<file path="src/rtl/uart_pkg.sv">
// Shared definitions for the UART transmitter: FSM state encoding and parity selection.
package uart_pkg;

    typedef enum logic [2:0] {
        IDLE   = 3'd0,
        START  = 3'd1,
        DATA   = 3'd2,
        PARITY = 3'd3,
        STOP   = 3'd4
    } uart_state_t;

    localparam logic PAR_EVEN = 1'b0;
    localparam logic PAR_ODD  = 1'b1;

    // data_xor is the reduction XOR of the payload; odd parity inverts it.
    function automatic logic parity_sel(input logic data_xor, input logic typ);
        return (typ == PAR_ODD) ? ~data_xor : data_xor;
    endfunction

endpackage

</file>
<file path="src/rtl/uart_tx_shift.sv">
// Loadable LSB-first shift register with bit counter; done marks all payload bits shifted out.
module uart_tx_shift #(
    parameter int DATA_WIDTH = 8
) (
    input  logic                  clk,
    input  logic                  rst,
    input  logic                  load,
    input  logic                  shift,
    input  logic [DATA_WIDTH-1:0] load_data,
    output logic                  bit_out,
    output logic                  done
);

    localparam int CNT_W = $clog2(DATA_WIDTH + 1);

    logic [DATA_WIDTH-1:0] sreg;
    logic [CNT_W-1:0]      cnt;

    always_ff @(posedge clk or negedge rst) begin
        if (!rst) begin
            sreg <= '0;
            cnt  <= '0;
        end else if (load) begin
            sreg <= load_data;
            cnt  <= '0;
        end else if (shift) begin
            sreg <= {1'b0, sreg[DATA_WIDTH-1:1]};
            cnt  <= cnt + CNT_W'(1);
        end
    end

    assign bit_out = sreg[0];
    assign done    = (cnt == CNT_W'(DATA_WIDTH));

endmodule

</file>
<file path="src/rtl/uart_tx_ctrl.sv">
// UART transmit controller: frame FSM, parity generation and registered serial output.
module uart_tx_ctrl
    import uart_pkg::*;
#(
    parameter int DATA_WIDTH = 8
) (
    input  logic                  clk,
    input  logic                  rst,
    input  logic [DATA_WIDTH-1:0] p_data,
    input  logic                  data_valid,
    input  logic                  par_en,
    input  logic                  par_typ,
    output logic                  tx_out,
    output logic                  busy
);

    uart_state_t state, state_nxt;

    logic tx_nxt;
    logic busy_nxt;
    logic load;
    logic shift;
    logic bit_out;
    logic done;
    logic par_en_q;
    logic par_q;

    uart_tx_shift #(
        .DATA_WIDTH (DATA_WIDTH)
    ) u_shift (
        .clk       (clk),
        .rst       (rst),
        .load      (load),
        .shift     (shift),
        .load_data (p_data),
        .bit_out   (bit_out),
        .done      (done)
    );

    always_ff @(posedge clk or negedge rst) begin
        if (!rst) begin
            state    <= IDLE;
            tx_out   <= 1'b1;
            busy     <= 1'b0;
            par_en_q <= 1'b0;
            par_q    <= 1'b0;
        end else begin
            state  <= state_nxt;
            tx_out <= tx_nxt;
            busy   <= busy_nxt;
            // Parity is fixed at acceptance so later input changes cannot disturb the frame.
            if (load) begin
                par_en_q <= par_en;
                par_q    <= parity_sel(^p_data, par_typ);
            end
        end
    end

    always_comb begin
        state_nxt = state;
        tx_nxt    = tx_out;
        busy_nxt  = busy;
        load      = 1'b0;
        shift     = 1'b0;

        unique case (state)
            IDLE: begin
                tx_nxt   = 1'b1;
                busy_nxt = 1'b0;
                if (data_valid) begin
                    load      = 1'b1;
                    tx_nxt    = 1'b0;
                    busy_nxt  = 1'b1;
                    state_nxt = START;
                end
            end
            START: begin
                tx_nxt    = bit_out;
                shift     = 1'b1;
                state_nxt = DATA;
            end
            DATA: begin
                if (done) begin
                    if (par_en_q) begin
                        tx_nxt    = par_q;
                        state_nxt = PARITY;
                    end else begin
                        tx_nxt    = 1'b1;
                        state_nxt = STOP;
                    end
                end else begin
                    tx_nxt = bit_out;
                    shift  = 1'b1;
                end
            end
            PARITY: begin
                tx_nxt    = 1'b1;
                state_nxt = STOP;
            end
            STOP: begin
                tx_nxt    = 1'b1;
                busy_nxt  = 1'b0;
                state_nxt = IDLE;
            end
            default: begin
                tx_nxt    = 1'b1;
                busy_nxt  = 1'b0;
                state_nxt = IDLE;
            end
        endcase
    end

endmodule

</file>
<file path="config.mk">
export PLATFORM = sky130hd
export DESIGN_NAME = uart_tx_ctrl
export DESIGN_NICKNAME = d
export VERILOG_FILES = /design/src/rtl/uart_pkg.sv /design/src/rtl/uart_tx_shift.sv /design/src/rtl/uart_tx_ctrl.sv
export SDC_FILE = /design/constraint.sdc
export NUM_CORES = 1
export LEC_CHECK = 0
export ABC_AREA = 1
export BUFFER_PORTS_ARGS = -buffer_cell sky130_fd_sc_hd__buf_4
export CORE_AREA = 2 2 51 53
export DETAILED_ROUTE_END_ITERATION = 16
export DIE_AREA = 0 0 53 55
export PLACE_DENSITY = 0.69
export SYNTH_ARGS = -nofsm -noshare
export SYNTH_HDL_FRONTEND = slang
export SYNTH_SLANG_ARGS = --single-unit
</file>
<file path="constraint.sdc">
create_clock -name clk -period 2.8 [get_ports clk]
set_input_delay 0.14 -clock clk [delete_from_list [all_inputs] [get_ports clk]]
set_output_delay 0.14 -clock clk [all_outputs]
set_load 0.02 [all_outputs]
</file>
==> results.md <==
- Outcome: complete, no violations
- Setup violators final: 0
- Die Area: 2915 sq um
- CTS tree: done
- Hold path endpoint: par_en_q
- Actual slew at the worst max-slew pin: 0.2534 ns
- Setup Skew: 0.001936 ns
- Largest family of logic cells by synthesized area: simple AND/OR/NAND/NOR gates
- Setup CP Type: flip-flop to flip-flop
- Maximum fanout along the worst path: 18
- Initial Util: 0.4862
- Clk root buf: clkbuf_4
- Slowest CP cell: dfrtp_1
- I/O Pins: 15
- Cells after Synth: 142
- Initial DRT Pass Iterations: 4
- Die height: 55 microns
- Synth Area in XOR/XNOR: 0.01523
- Worst VDD drop: 0.6057 mV
- Leakage: 0.6348 nW
- Htree depth: 1
- Hpwl dp: 1667 microns
- Avg WL per Cell: 10.82 microns
- Layout area overhead: 12.84%
- CP top delay family: simple AND/OR/NAND/NOR gates
- CTS max path bufs: 2
- WL final: 2045 microns
- Initial antenna violation count: 0
- R2R Path End: u_shift.sreg[3]
- Finished Cell Area: 1297 sq um
- DRC Markers: 0
- Core area: 2365 sq um
- DRC marker count from the first detailed-route iteration: 14
- Synth Area per Inst: 8.098 sq um
- Mux cell area share after synthesis: 0
- Vias in the first global route: 891
- R2R cell count: 9
- Share of cells above drive strength 1: 0.2516
- Crit path capture type: flip-flop
- CP cell instances: inv_1 -> ha_1 -> nand3_1 -> nand2_4 -> nand2_4 -> inv_4 -> nand2_8 -> nor2_1 -> a21oi_2
- Grt ovf: 0
- RePlAce Congestion: 0.7498
- GRT Total Usage: 0.1731
- DRT antenna net count: 0
- Slew HR: 0.8298
- Final hold vios: 0
- RSZ-0062 raised after global routing: false
- Simple-Gate Fraction of Synth Area: 0.2884
- CP max stage delay: 0.42 ns
- DP Area: 1261 sq um
- Power density over cell area: 1062 nW/um^2
- Global-route wire length before repair: 3615 microns
- R2R Path Start: u_shift.cnt[0]
- CTS clock-pin slew for the worst setup and hold paths: 0.10 ns
- Vias per cell: 4.852
- Post-Syn Area: 1150 sq um
- Adder-cell share of the synthesized area: 0.02176
- Sink Count: 19
- Via Count: 917
- Num CTS Buffers: 3
- Crit-path most repeated cell: nand2_4
- Core Rows: 18
- FF+latch count, synth: 19
- Tcrit/Tclk final: 0.5390
- Nets: 175
- Min cycle time layout: 1.509 ns
- Synth warn: 0
- Clk_lat worst skew: 0.28 ns
- Synth Area in Compound Gates: 0.1545
- Worst reg-to-reg setup slack: 1.29 ns
- IO Port Bufs: 14
- Unique cell type count in the Yosys netlist: 25
- CP startpoint kind: flip-flop
- Fin Setup TNS: 0 ns
- Hold Path Class: input port to flip-flop
- CP Buf/Inv Count: 2
- N_diodes: 0
- Fin. max-slew vios: 0
- Hold Path Stages: 3
- Critical Path AT: 1.69 ns
- Syn nets: 157
- Peak Freq: 662.6 MHz
- Largest net degree at the start of global routing: 20
- HP Start: par_en
- Die width: 53 microns
- WP data required: 2.98 ns
- Register area share after synthesis: 0.4146
- Number of max-cap violations: 0
[timing repair]
action,CTS,global route
resized for setup,0,0
hold buffers,1,0
buffers inserted,0,0
hold endpoints to repair,19,0
[worst max-delay path by stage]
stage | startpoint | endpoint | cells past startpoint
floorplan | u_shift.cnt[0] | u_shift.sreg[0] | 9
global placement | u_shift.cnt[0] | u_shift.sreg[2] | 9
detailed placement | u_shift.cnt[0] | u_shift.sreg[6] | 9
CTS | u_shift.cnt[0] | u_shift.sreg[6] | 9
global route | u_shift.cnt[0] | u_shift.sreg[5] | 9
finish | u_shift.cnt[0] | u_shift.sreg[3] | 9
[cell usage in the layout, fill, tap and decap left out, drive strengths merged, types with 4 or more instances in the layout]
| master | netlist | routed |
|---|---|---|
| dfrtp | 18 | 18 |
| a21oi | 9 | 9 |
| o21ai | 16 | 16 |
| clkbuf | 0 | 4 |
| nor2 | 12 | 12 |
| buf | 2 | 14 |
| nand3 | 9 | 9 |
| nand2 | 45 | 45 |
| inv | 22 | 22 |
[worst reg2reg max path: cells and delay by family (launching register included)]
kind	cells	cell delay, ns
DFF	1	0.42
buffers and inverters	2	0.20
adders and majority gates	1	0.17
and+or+nand+nor	5	0.58
AOI/OAI and AO/OA	1	0.04
[routing by layer]
metal / part of all wire / GRT usage
met1: 0.44 / 0.1939
met2: 0.52 / 0.3250
met3: 0.033 / 0.02419
met4: 0.013 / 0.08120
met5: 0 / 0
[synth_stat cells]
library cell	count	area, sq um
o21ai_0	13	65.06
inv_6	1	8.760
nor2_4	1	11.26
xor2_1	2	17.52
nand2_1	39	146.4
nor3_1	2	10.01
inv_2	2	7.510
nor2_2	1	6.260
a21oi_1	2	10.01
dfstp_2	1	26.28
inv_1	18	67.56
o21ai_2	3	26.28
dfrtp_1	18	450.4
nand2_2	2	12.51
buf_6	1	11.26
nand3_1	9	45.04
a21oi_2	7	61.31
ha_1	2	25.02
o211ai_1	1	7.510
inv_4	1	6.260
buf_12	1	20.02
nand2_4	2	22.52
nand2_8	2	40.04
nor2_1	10	37.54
a211oi_1	1	7.510
[power breakdown]
part / switching [mW] / internal (mW) / leakage (nW)
sequential: 0.0784 / 0.408 / 0.227
clock: 0.0763 / 0.0552 / 0.0150
combinational: 0.489 / 0.271 / 0.392
total: 0.643 / 0.734 / 0.635
[state kept, by name, indices dropped and copies added (netlist names)]
register      flops
u_shift.sreg      8
u_shift.cnt       4
state             3
busy              1
par_en_q          1
par_q             1
tx_out            1
[metrics by stage]
stage	total power, mW	setup slack, ns	util	hold WS (ns)	instances
global placement	1.220	1.389	0.5333	0.02617	184
CTS	1.400	1.264	0.5487	0.06250	189
global route	1.510	1.159	0.5487	0.07761	189
finish	1.378	1.291	0.5487	0.06736	189
floorplan	1.155	1.434	-	-0.1556	142
detailed placement	1.264	1.283	0.5333	0.02607	184
[kinds of logic after synthesis]
logic type	Yosys count
AND/OR/NAND/NOR	68
AO/OA/AOI/OAI	27
buffers and inverters	24
flip-flops	19
XOR/XNOR	2
adder cells (fa/ha/maj)	2
[area by class of cell]
| class | count | area, sq um |
|---|---|---|
| Multi-Input combinational cell | 99 | 551.8 |
| Tap cell | 30 | 37.54 |
| Timing Repair Buffer | 15 | 115.1 |
| Fill cell | 243 | 1067 |
| Clock buffer | 4 | 26.28 |
| Sequential cell | 19 | 476.7 |
| Inverter | 22 | 90.09 |
(Power assumes the default switching activity.)
